`config.mk`:
```
export PLATFORM = sky130hd
export DESIGN_NAME = spi_master
export DESIGN_NICKNAME = d
export VERILOG_FILES = /design/src/rtl/spi_master_pkg.sv /design/src/rtl/spi_clk_div.sv /design/src/rtl/spi_master.sv
export SDC_FILE = /design/constraint.sdc
export NUM_CORES = 1
export LEC_CHECK = 0
export ABC_CLOCK_PERIOD_IN_PS = 2160
export BUFFER_PORTS_ARGS = -buffer_cell sky130_fd_sc_hd__buf_2
export CORE_UTILIZATION = 48
export CTS_CLUSTER_DIAMETER = 120
export CTS_CLUSTER_SIZE = 14
export DETAILED_ROUTE_END_ITERATION = 10
export GPL_ROUTABILITY_DRIVEN = 0
export PLACE_DENSITY = 0.67
export SLEW_MARGIN = 40
export SYNTH_ARGS = -nofsm -noshare
export SYNTH_HDL_FRONTEND = slang
export SYNTH_SLANG_ARGS = --single-unit
export TNS_END_PERCENT = 100
```
`constraint.sdc`:
```
create_clock -name clk -period 2.16 [get_ports clk]
set_input_delay 0.108 -clock clk [delete_from_list [all_inputs] [get_ports clk]]
set_output_delay 0.108 -clock clk [all_outputs]
set_load 0.01 [all_outputs]
```
`src/rtl/spi_master_pkg.sv`:
```
// Shared SPI definitions: FSM state encoding, default frame geometry and
// a helper that sizes the shared phase/gap down-counter.
package spi_master_pkg;

    typedef enum logic [2:0] {
        IDLE  = 3'd0,
        SETUP = 3'd1,
        HIGH  = 3'd2,
        LOW   = 3'd3,
        HOLD  = 3'd4,
        GAP   = 3'd5
    } spi_state_t;

    // Defaults shared with the slave-side modules.
    localparam int DEF_DATA_W  = 16;
    localparam int DEF_CLK_DIV = 5;
    localparam int DEF_CS_GAP  = 4;

    // Counter width able to hold both the longest phase reload
    // (2*clk_div-1, used by HOLD) and the gap reload (cs_gap-2).
    function automatic int cnt_width(input int clk_div, input int cs_gap);
        int max_v;
        max_v = (2 * clk_div > cs_gap) ? 2 * clk_div : cs_gap;
        return (max_v > 2) ? $clog2(max_v) : 1;
    endfunction

endpackage

```
`src/rtl/spi_clk_div.sv`:
```
// Loadable half-period down-counter. restart reloads CLK_DIV-1 (one sck
// half-period), load takes an arbitrary value, and tc flags count zero.
module spi_clk_div #(
    parameter int CLK_DIV = 5,
    parameter int CNT_W   = 4
) (
    input  logic             clk,
    input  logic             nrst,
    input  logic             restart,
    input  logic             load,
    input  logic [CNT_W-1:0] load_val,
    output logic             tc
);

    logic [CNT_W-1:0] cnt;

    // Down-counter: reload on request, otherwise count to zero and park.
    always_ff @(posedge clk or negedge nrst) begin
        // NOTE: sequential state uses non-blocking assignments so every flop samples pre-edge values.
        if (!nrst) begin
            cnt <= '0;
        end else if (restart) begin
            cnt <= CNT_W'(CLK_DIV - 1);
        end else if (load) begin
            cnt <= load_val;
        end else if (cnt != '0) begin
            cnt <= cnt - CNT_W'(1);
        end
    end

    assign tc = (cnt == '0);

endmodule

```
`src/rtl/spi_master.sv`:
```
// Mode-0 SPI initiator. Two-process FSM: a register block holding state,
// shift registers, bit counter and the registered pins, and a combinational
// block computing the next value of every one of them.
module spi_master
    import spi_master_pkg::*;
#(
    parameter int DATA_W  = DEF_DATA_W,
    parameter int CLK_DIV = DEF_CLK_DIV,
    parameter int CS_GAP  = DEF_CS_GAP
) (
    input  logic              clk,
    input  logic              nrst,
    input  logic              start,
    input  logic [DATA_W-1:0] tx_data,
    input  logic              miso,
    output logic              sck,
    output logic              ncs,
    output logic              mosi,
    output logic              busy,
    output logic              done,
    output logic [DATA_W-1:0] rx_data
);

    localparam int CNT_W = cnt_width(CLK_DIV, CS_GAP);
    localparam int BCW   = $clog2(DATA_W + 1);

    // HOLD spans a trailing sck-low half-period plus the ncs hold half-period.
    localparam logic [CNT_W-1:0] HOLD_LOAD = CNT_W'(2 * CLK_DIV - 1);
    // GAP covers CS_GAP-1 cycles; the first IDLE cycle completes the gap.
    localparam logic [CNT_W-1:0] GAP_LOAD  = CNT_W'((CS_GAP > 1) ? CS_GAP - 2 : 0);

    spi_state_t        state, state_d;
    logic [DATA_W-1:0] shift_tx, shift_tx_d, shifted_tx;
    logic [DATA_W-1:0] shift_rx, shift_rx_d;
    logic [DATA_W-1:0] rx_data_d;
    logic [BCW-1:0]    bit_cnt, bit_cnt_d;
    logic              sck_d, ncs_d, mosi_d, busy_d, done_d;
    logic              div_restart, div_load, div_tc;
    logic [CNT_W-1:0]  div_val;

    spi_clk_div #(
        .CLK_DIV (CLK_DIV),
        .CNT_W   (CNT_W)
    ) u_clk_div (
        .clk      (clk),
        .nrst     (nrst),
        .restart  (div_restart),
        .load     (div_load),
        .load_val (div_val),
        .tc       (div_tc)
    );

    // Register block: state, datapath and all output pins.
    always_ff @(posedge clk or negedge nrst) begin
        if (!nrst) begin
            // NOTE: shift registers are plain flops, so resetting them is cheap and keeps sim free of X.
            state    <= IDLE;
            shift_tx <= '0;
            shift_rx <= '0;
            bit_cnt  <= '0;
            rx_data  <= '0;
            sck      <= 1'b0;
            ncs      <= 1'b1;
            mosi     <= 1'b0;
            busy     <= 1'b0;
            done     <= 1'b0;
        end else begin
            state    <= state_d;
            shift_tx <= shift_tx_d;
            shift_rx <= shift_rx_d;
            bit_cnt  <= bit_cnt_d;
            rx_data  <= rx_data_d;
            sck      <= sck_d;
            ncs      <= ncs_d;
            mosi     <= mosi_d;
            busy     <= busy_d;
            done     <= done_d;
        end
    end

    // Next-state and next-output logic, advancing one phase per divider tc.
    always_comb begin
        // NOTE: every signal gets a default first so no path can infer a latch.
        state_d     = state;
        shift_tx_d  = shift_tx;
        shift_rx_d  = shift_rx;
        bit_cnt_d   = bit_cnt;
        rx_data_d   = rx_data;
        sck_d       = sck;
        ncs_d       = ncs;
        mosi_d      = mosi;
        busy_d      = busy;
        done_d      = 1'b0;
        div_restart = 1'b0;
        div_load    = 1'b0;
        div_val     = '0;
        shifted_tx  = shift_tx << 1;

        case (state)
            IDLE: begin
                sck_d  = 1'b0;
                ncs_d  = 1'b1;
                busy_d = 1'b0;
                if (start) begin
                    state_d     = SETUP;
                    shift_tx_d  = tx_data;
                    mosi_d      = tx_data[DATA_W-1];
                    ncs_d       = 1'b0;
                    busy_d      = 1'b1;
                    bit_cnt_d   = '0;
                    div_restart = 1'b1;
                end
            end

            SETUP: begin
                if (div_tc) begin
                    state_d     = HIGH;
                    sck_d       = 1'b1;
                    div_restart = 1'b1;
                end
            end

            HIGH: begin
                if (div_tc) begin
                    shift_rx_d = (shift_rx << 1) | DATA_W'(miso);
                    sck_d      = 1'b0;
                    bit_cnt_d  = bit_cnt + BCW'(1);
                    if (bit_cnt != BCW'(DATA_W - 1)) begin
                        // Slave samples on the next rise; present the next bit now.
                        state_d     = LOW;
                        shift_tx_d  = shifted_tx;
                        mosi_d      = shifted_tx[DATA_W-1];
                        div_restart = 1'b1;
                    end else begin
                        state_d  = HOLD;
                        div_load = 1'b1;
                        div_val  = HOLD_LOAD;
                    end
                end
            end

            LOW: begin
                if (div_tc) begin
                    state_d     = HIGH;
                    sck_d       = 1'b1;
                    div_restart = 1'b1;
                end
            end

            HOLD: begin
                if (div_tc) begin
                    ncs_d     = 1'b1;
                    mosi_d    = 1'b0;
                    rx_data_d = shift_rx;
                    done_d    = 1'b1;
                    if (CS_GAP > 1) begin
                        state_d  = GAP;
                        div_load = 1'b1;
                        div_val  = GAP_LOAD;
                    end else begin
                        state_d = IDLE;
                        busy_d  = 1'b0;
                    end
                end
            end

            GAP: begin
                if (div_tc) begin
                    state_d = IDLE;
                    busy_d  = 1'b0;
                end
            end

            default: begin
                state_d = IDLE;
            end
        endcase
    end

endmodule

```
==> results.py <==
metrics = {
    "worst_hold_path": {
        "worstHoldPathCells": 3,
        "whs_endpoint": "shift_tx[7]",
        "min_from": "tx_data[7]",
        "hp-class": "in2reg",
    },
    "route": {
        "wl_um": 4720,
        "dr_total_vias": 1866,
        "vias_per_cell": 5.21,
        "avgRoutedWirePerCell_um": 13.2,
        "drtIter0Drc": 81,
        "drtPass1Iterations": 4,
        "drtAntennaViolNets": 0,
        "drc_errors": 0,
    },
    "yosys": {
        "netlist_area_um2": 2860,
        "synth_seq_area_share": 0.561,
        "synth_top_area_share": 0.551,
        "async_flop_share": 1.00,
        "synth_edf_count": 0,
        "syn-num-nets": 257,
        "yosysTopAreaCell": "dfrtp_1",
        "synth_common_cells": "dfrtp_1, mux2_2, nand2_1",
        "synth_seq_cells": 64,
        "ys_top_cells_by_area": "dfrtp_1, mux2_2, mux2i_1",
        "syn_area_per_cell_um2": 12.3,
        "synth_cell_types": 40,
        "synth_most_common_cell": "dfrtp_1",
        "synthCells": 232,
        "yosysWarnings": 0,
        "synth_top_flop_cell": "dfrtp_1",
    },
    "timing": {
        "finClkSkew_ns": 0.00864,
        "hold_violations": 0,
        "finalCriticalPeriod_ns": 2.00,
        "post-route-period-util": 0.924,
        "slew_viol_final": 0,
        "worst_slack_ns": 0.164,
        "rsz0062_at_grt": "false",
        "slew_headroom": 0.532,
        "fin_tns_setup_ns": 0,
        "worstMarginPinSlew_ns": 0.701,
        "finalSetupViolations": 0,
        "fmax_ghz": 0.501,
    },
    "clock_tree": {
        "cts_root_buffer": "clkbuf_8",
        "cts.sinks": 64,
        "clock_latency_ns": 0.34,
        "htreeDepth": 3,
        "path_clk_slew_ns": 0.07,
        "clock_path_buffers": 2,
        "numCtsBuffers": 9,
        "cts_tree": "done",
    },
    "grt": {
        "grt_max_degree": 65,
        "grt_antenna_before_repair": 0,
        "grt_pass1_wl_um": 8370,
        "grt_pass1_vias": 1817,
        "grt_use_total": 0.175,
        "grt-ovfl-total": 0,
    },
    "final_layout": {
        "area.growth.synth_to_final_pct": 21.1,
        "final_area_um2": 3460,
        "fill_cells": 477,
        "multi_input_area_um2": 1190,
        "drive_gt1_frac": 0.378,
        "fin_cells": 358,
        "n_antenna_cell": 0,
        "seq_area_um2": 1600,
        "nets": 306,
    },
    "place": {
        "placed_area_um2": 3170,
        "portBuffers": 40,
        "post-place-cells": 339,
        "dp_hpwl_um": 3060,
        "dp_slack_ns": 0.0919,
    },
    "power_and_ir_drop": {
        "leakage_uw": 0.00181,
        "power_density_nw_per_um2": 733,
        "ir_drop_mv": 0.545,
    },
    "critical_path": {
        "cp.arrival_ns": 2.22,
        "end_kind": "flop",
        "reg2regPathDepth": 7,
        "critical_path_class": "reg2reg",
        "r2r_start": "bit_cnt[0]",
        "critical_path.max_fanout": 12,
        "cp-start-kind": "flop",
        "rrSetupSlack_ns": 0.16,
        "rr_endpoint": "shift_tx[0]",
        "worstPathRequired_ns": 2.39,
    },
    "status": {
        "status": "finished, final reports clean",
    },
    "floorplanning": {
        "ioPinCount": 41,
        "die_h_um": 79.2,
        "die_area_um2": 6270,
        "start_util": 0.510,
        "fp-row-count": 27,
        "core_um2": 5610,
        "dieWidth_um": 79.2,
    },
    "job": {
        "cap_violations": 0,
    },
}
==> cells in the final DEF, fill, tap and decap left out, types with 2 or more instances in the layout <==
cell type	synthesis	layout
clkbuf_8	0	10
nand3_1	3	3
ha_1	5	5
buf_4	3	6
o21ai_0	12	12
and3_1	2	2
nor4b_2	2	3
a31oi_1	3	3
dlygate4sd3_1	0	3
a21oi_1	9	9
a22o_1	2	2
mux2i_1	15	15
nor3b_4	1	2
bufinv_16	0	3
inv_1	4	4
o21ai_1	10	10
dfrtp_1	63	63
nor3_1	5	5
mux2_2	34	34
nand2_1	23	23
buf_12	0	2
buf_2	5	40
nand3b_1	3	3
nor2_1	5	5
==> logic make-up (layout without fill, tap and decap cells) <==
kind of cell | Yosys count | count (layout) | share of synthesized area
adder cells (fa/ha/maj) | 5 | 5 | 0.0219
buffers and inverters | 17 | 71 | 0.0311
multiplexers | 49 | 49 | 0.186
XOR/XNOR | 1 | 1 | 0.00306
AND/OR/NAND/NOR | 54 | 54 | 0.113
flip-flops | 64 | 64 | 0.561
AO/OA/AOI/OAI | 42 | 42 | 0.0836
==> through the flow <==
step | hold slack (ns) | total power, uW | utilization
after detailed placement | 0.148 | 1290 | 0.566
after global routing | 0.0516 | 2630 | 0.617
after floorplan | -0.188 | 1240 | -
after global placement | 0.145 | 1290 | 0.566
final | 0.0408 | 2540 | 0.617
after CTS | 0.0273 | 2570 | 0.616
==> where the power goes <==
group	leakage, uW	internal (uW)	switching [uW]	total [uW]
Combinational	0.000822	26.9	31.8	58.6
Sequential	0.000866	1210	4.17	1210
Clock	0.000123	804	465	1270
Total	0.00181	2040	501	2540
==> state kept, by name (all words and copies together), names as in the netlist <==
name,flops
bit_cnt,5
busy,1
done,1
mosi,1
ncs,1
rx_data,16
sck,1
shift_rx,16
shift_tx,15
state,3
u_clk_div.cnt,4
==> metal layers <==
layer,global-route usage,share of wire
met1,0.245,0.50
met2,0.253,0.45
met3,0.0552,0.040
met4,0.0673,0.015
met5,0,0
==> worst max-delay path by stage <==
| stage | from | to | slack [ns] | cells after the start |
|---|---|---|---|---|
| after global routing | bit_cnt[0] | shift_tx[8] | 0.003 | 8 |
| after detailed placement | bit_cnt[0] | shift_tx[0] | 0.09 | 7 |
| final | bit_cnt[0] | shift_tx[0] | 0.16 | 7 |
| after floorplan | bit_cnt[0] | shift_tx[10] | 0.23 | 9 |
| after CTS | bit_cnt[0] | shift_tx[0] | 0.07 | 7 |
| after global placement | bit_cnt[0] | shift_tx[0] | 0.16 | 7 |
==> what timing repair did <==
item                                    in CTS  in global routing
gates resized for setup                      0                  1
endpoints found under the setup margin       0                 15
endpoints found under the hold margin       65                  0
buffers inserted                             0                  0
hold buffers                                 3                  0
==> worst max-delay path: stages (launching register included) <==
cell     delay [ns]
dfrtp_1        0.40
ha_1           0.23
and3_1         0.20
ha_1           0.24
nor4b_2        0.32
o22ai_2        0.13
buf_4          0.19
a22o_1         0.18
==> cell type report <==
class	count	share of cell area
timing repair buffer	51	0.0911
sequential	64	0.463
tap	72	0.0260
clock buffer	10	0.0398
inverter	4	0.00434
clock inverter	6	0.0332
multi-input combinational	151	0.343
Power figures use the tool's default switching activity.
